[src/rtl/if_stage.sv]
// ---------------------------------------------------------------------------
// if_stage -- instruction fetch stage with its own 256x8 program memory.
//
// The block is loaded with a program through the prog_* port while in LOAD.
// It then fetches one word per cycle in RUN and stops in HALT when the word
// at pc equals HALT_OPCODE.
//
// Parameters
//   RESET_PC       PC value loaded on reset and on re-entry to LOAD
//   HALT_OPCODE    instruction value that ends fetching
//
// Ports
//   clk              in   1  rising-edge clock
//   rst              in   1  synchronous, active-high reset
//   start            in   1  LOAD -> RUN, or HALT -> LOAD
//   prog_we          in   1  program-load write enable (LOAD only)
//   prog_addr        in   8  program-load write address
//   prog_data        in   8  program-load write data
//   stall            in   1  hold pc (shared with IF/ID stall)
//   branch_taken     in   1  redirect pc to branch_target
//   branch_target    in   8  redirect destination
//   if_instruction   out  8  mem[pc] while fetching, else 0
//   if_pc            out  8  pc register
//   if_valid         out  1  state is RUN
//   flush            out  1  squash IF/ID this cycle (branch in RUN)
//   halted           out  1  state is HALT
// ---------------------------------------------------------------------------
module if_stage #(
    parameter logic [7:0] RESET_PC    = 8'h00,
    parameter logic [7:0] HALT_OPCODE = 8'hFF
) (
    input  logic       clk,
    input  logic       rst,
    input  logic       start,
    input  logic       prog_we,
    input  logic [7:0] prog_addr,
    input  logic [7:0] prog_data,
    input  logic       stall,
    input  logic       branch_taken,
    input  logic [7:0] branch_target,
    output logic [7:0] if_instruction,
    output logic [7:0] if_pc,
    output logic       if_valid,
    output logic       flush,
    output logic       halted
);

    typedef enum logic [1:0] {
        S_LOAD = 2'd0,
        S_RUN  = 2'd1,
        S_HALT = 2'd2
    } state_t;

    state_t     r_state;
    state_t     w_state_nxt;
    logic [7:0] r_pc;
    logic [7:0] w_pc_nxt;
    logic [7:0] r_mem [0:255];
    logic [7:0] w_mem_rd;
    logic       w_run;

    // Asynchronous read at the current pc.
    assign w_mem_rd = r_mem[r_pc];
    assign w_run    = (r_state == S_RUN);

    // Program memory has no reset so a program survives rst.
    always_ff @(posedge clk) begin
        if (!rst && prog_we && (r_state == S_LOAD)) begin
            r_mem[prog_addr] <= prog_data;
        end
    end

    always_ff @(posedge clk) begin
        if (rst) begin
            r_state <= S_LOAD;
            r_pc    <= RESET_PC;
        end else begin
            r_state <= w_state_nxt;
            r_pc    <= w_pc_nxt;
        end
    end

    always_comb begin
        w_state_nxt = r_state;
        w_pc_nxt    = r_pc;
        case (r_state)
            S_LOAD: begin
                w_pc_nxt = RESET_PC;
                if (start) begin
                    w_state_nxt = S_RUN;
                end
            end
            S_RUN: begin
                // A branch beats a stall; a stall masks a halt opcode so
                // the halt is only taken on an unstalled cycle.
                if (branch_taken) begin
                    w_pc_nxt = branch_target;
                end else if (stall) begin
                    w_pc_nxt = r_pc;
                end else if (w_mem_rd == HALT_OPCODE) begin
                    w_state_nxt = S_HALT;
                end else begin
                    w_pc_nxt = r_pc + 8'd1;
                end
            end
            S_HALT: begin
                if (start) begin
                    w_state_nxt = S_LOAD;
                    w_pc_nxt    = RESET_PC;
                end
            end
            default: begin
                w_state_nxt = S_LOAD;
                w_pc_nxt    = RESET_PC;
            end
        endcase
    end

    assign if_valid       = w_run;
    assign if_instruction = w_run ? w_mem_rd : 8'h00;
    assign if_pc          = r_pc;
    assign flush          = branch_taken & w_run;
    assign halted         = (r_state == S_HALT);

endmodule

[config.mk]
export PLATFORM = sky130hd
export DESIGN_NAME = if_stage
export DESIGN_NICKNAME = d
export VERILOG_FILES = /design/src/rtl/if_stage.sv
export SDC_FILE = /design/constraint.sdc
export NUM_CORES = 2
export LEC_CHECK = 0
export CORE_ASPECT_RATIO = 0.5
export CORE_MARGIN = 10
export CORE_UTILIZATION = 34
export CTS_CLUSTER_DIAMETER = 80
export DETAILED_ROUTE_END_ITERATION = 12
export SLEW_MARGIN = 20
export SYNTH_ARGS = -nofsm -noshare
export SYNTH_HDL_FRONTEND = slang
export SYNTH_SLANG_ARGS = --single-unit
[constraint.sdc]
create_clock -name clk -period 6.6 [get_ports clk]
set_input_delay 1.98 -clock clk [delete_from_list [all_inputs] [get_ports clk]]
set_output_delay 1.98 -clock clk [all_outputs]
set_load 0.02 [all_outputs]
==> flow_summary.yaml <==
synthesis:
  synth.yosys.seq_area_share_pct: 76.58
  synthXorXnorAreaFrac_pct: 0.06505
  synth-simple-area-share_pct: 3.338
  synth-main-ff-cell: "edfxtp_1"
  synth_fp_nets: 3945
  synthArstFlopShare_pct: 0
  synth_seq_cells: 2066
  synth_top_family_by_area: "multiplexers"
  synth_edf_count: 2048
  yosys.area.top_type: "edfxtp_1"
  synth-compound-area-share_pct: 2.531
  ys_warn_count: 0
  avgSynthCellArea_um2: 20.64
  synth.area.top_cells: "edfxtp_1 (76%), mux4_2 (13%), mux2i_1 (2.7%)"
  syn_inst: 3914
  netlist_area_um2: 80780
  synth_top_cell_area_share_pct: 76.13
  yosys.cell_types.count: 70
  muxShareOfSynthArea_pct: 15.90
  synth_fa_ha_area_share_pct: 0.01549
timing:
  setup_viol: 0
  slew_violations: 0
  period_needed_ns: 6.563
  hold_viol: 0
  maxClockFrequency_mhz: 152.4
  fin_skew_ns: 0.02746
  tightest_slew_ns: 1.169
  max_slew_margin_pct: 22.08
  rsz0062_at_grt: "false"
  period_share_pct: 99.43
  finalSetupTns_ns: 0
place:
  placed_area_um2: 86920
  io_buffer_count: 48
  dp.cells: 7205
  place.gp.congestion: 0.8522
  hpwlAfterDp_mm: 142.8
power_and_ir_drop:
  p_int_uw: 20690
  switchingPower_uw: 5501
  power_density_nw_per_um2: 280.7
  power_frac_comb_pct: 4.0
  p_leak_uw: 0.02820
  ir_drop_uv: 240.4
  p_total_uw: 26200
  power_frac_clock_pct: 40.9
  p_seq_share_pct: 55.1
  p_sw_share_pct: 21.00
floorplanning:
  die_x_um: 709.3
  num_rows: 126
  initial_core_util_pct: 34.21
  die_height_um: 364.7
  dieArea_um2: 258700
  pin_count: 49
  core_area_um2: 236200
grt:
  antenna_found_initial: 7
  grt_usage_pct: 17.19
  grt_first_pass_wirelength_mm: 321.4
  grt_overflow: 0
  grt_pass1_vias: 41760
  grt_max_degree: 201
clocking:
  cts.sinks: 2066
  cts-root-buf: "clkbuf_16"
  cts_made_buffers: 191
  cts_tree: "built"
  htree_num_levels: 4
  clock_path_buffers: 3
  clkTransAtPathRegs_ns: 0.06
  ctsHoldBuffers: 0
  clk_latency_ns: 0.83
route:
  drt_iter0_drc: 5501
  vias: 42146
  wl_per_cell_um: 30.15
  antenna_left: 0
  dr.pass1.iters: 8
  viasPerCell: 5.565
  wl_mm: 228.3
  drc_errors: 0
setup_path:
  critPathKind: "flip-flop to primary output"
  start_kind: "flip-flop"
  critPathCaptureType: "primary output"
  path_max_fanout: 36
  worstPathRequired_ns: 4.62
  arrival_ns: 4.58
finish:
  multi_input_area_um2: 17790
  fin_nets: 4314
  drive_gt1_share_pct: 25.75
  register_area_um2: 61880
  final_cells: 7573
  fill_cells: 20899
  stdcell_area_um2: 93310
  area_delta_synth_final_pct: 15.51
status:
  outcome: "complete, no violations"
worst_hold_path:
  hold_class: "flip-flop to flip-flop"
run:
  maxCapViolCount: 0
-- state kept, by name, indices dropped and copies added, names as in the netlist, named ones only --
signal,count
if_pc,8
r_mem,2048
r_state,2
-- power by group through the flow --
stage / logic [µW] / clock network, µW / registers (µW)
detailed placement: 1020 / 0 / 14700
CTS: 1040 / 10800 / 14400
global placement: 999 / 0 / 14700
floorplan: 470 / 0 / 14700
global route: 1100 / 11400 / 14400
finish: 1050 / 10700 / 14400
-- cells by family after synthesis --
kind of cell / count (synthesis)
xor+xnor: 6
flops: 2066
fa+ha+maj: 1
simple gates: 617
mux: 702
compound gates: 289
buf+inv: 233
-- placed cells by master, fill, tap and decap left out, types with 14 or more instances in the layout --
cell type | synthesis | layout
edfxtp_1 | 2048 | 2048
mux4_2 | 463 | 463
buf_4 | 60 | 307
nor2_1 | 305 | 305
mux2i_1 | 219 | 217
clkbuf_16 | 0 | 196
nand2_1 | 142 | 140
a22oi_1 | 86 | 83
clkbuf_1 | 76 | 47
nand3_1 | 49 | 46
clkinv_1 | 0 | 46
clkdlybuf4s50_1 | 0 | 39
a21oi_1 | 36 | 36
o21ai_0 | 36 | 35
buf_12 | 0 | 31
nor2b_1 | 30 | 25
clkinv_2 | 0 | 24
o22ai_1 | 26 | 23
mux2_2 | 20 | 20
nand4_1 | 19 | 19
nand2b_1 | 14 | 14
a31oi_1 | 14 | 14
bufinv_16 | 0 | 14
-- stage by stage --
| step | hold WS (ns) | setup slack (ns) | utilization, % |
|---|---|---|---|
| floorplan | 0.4279 | 1.746 | - |
| global placement | 0.4458 | 0.3154 | 36.81 |
| detailed placement | 0.4719 | 0.3233 | 36.81 |
| CTS | 0.4832 | -0.01105 | 39.44 |
| global route | 0.5166 | 0.001803 | 39.51 |
| finish | 0.4869 | 0.03735 | 39.51 |
-- Yosys cell counts (12+ instances only) --
cell type  instances
nand2_1          142
buf_2             64
nor2b_1           30
o21ai_0           36
nand3_1           49
dfxtp_1           18
buf_1             13
mux4_2           463
nand2b_1          14
nand4_1           19
buf_4             60
a31oi_1           14
a22oi_1           86
a21oi_1           36
mux2i_1          219
a211oi_1          13
clkbuf_1          76
buf_6             12
a22o_1            12
mux2_2            20
edfxtp_1        2048
nor2_1           305
o22ai_1           26
-- metal layers --
layer	vias up	global-route usage [%]	routed length, µm
met1	22473	23.74	91170
met4	0	6.016	8093
li1	16926	-	-
met3	399	4.114	23860
met2	2348	26.69	105200
met5	-	0	0
-- area by class of cell --
type,count,area share (%)
inverters,8,0.04023
clock buffers,240,5.365
well taps,3136,4.205
flip-flops and latches,2066,66.32
clock inverters,101,0.9923
diodes,6,0.01609
multi-input cells,1615,19.07
repair buffers,401,3.997
-- what timing repair did --
item / 4_1_cts / 5_1_grt
setup endpoints to repair: 8 / 6
pin swaps: 1 / 0
endpoints found under the hold margin: 0 / 0
buffers inserted: 16 / 2
cloned: 0 / 3
resized for setup: 28 / 15
-- path summary, 6_finish.rpt --
| kind | end | startpoint | cells past startpoint | slack (ns) |
|---|---|---|---|---|
| max | if_instruction[4] | flip-flop | 10 | 0.04 |
| min | r_state[0] | r_state[1] | 1 | 0.49 |
| max reg2reg | flip-flop | flip-flop | 14 | 1.87 |
| min reg2reg | r_state[0] | r_state[1] | 1 | 0.49 |
-- critical path: stages (launching register included) --
cell and delay (ns):
dfxtp_4 0.40, buf_16 0.19, buf_8 0.28, or2_2 0.44
a21oi_1 0.20, nand3_2 0.24, o2111a_2 0.29, or4_4 0.59
o21a_1 0.19, nor2_1 0.13, clkdlybuf4s50_1 0.63
(Power assumes the default switching activity.)
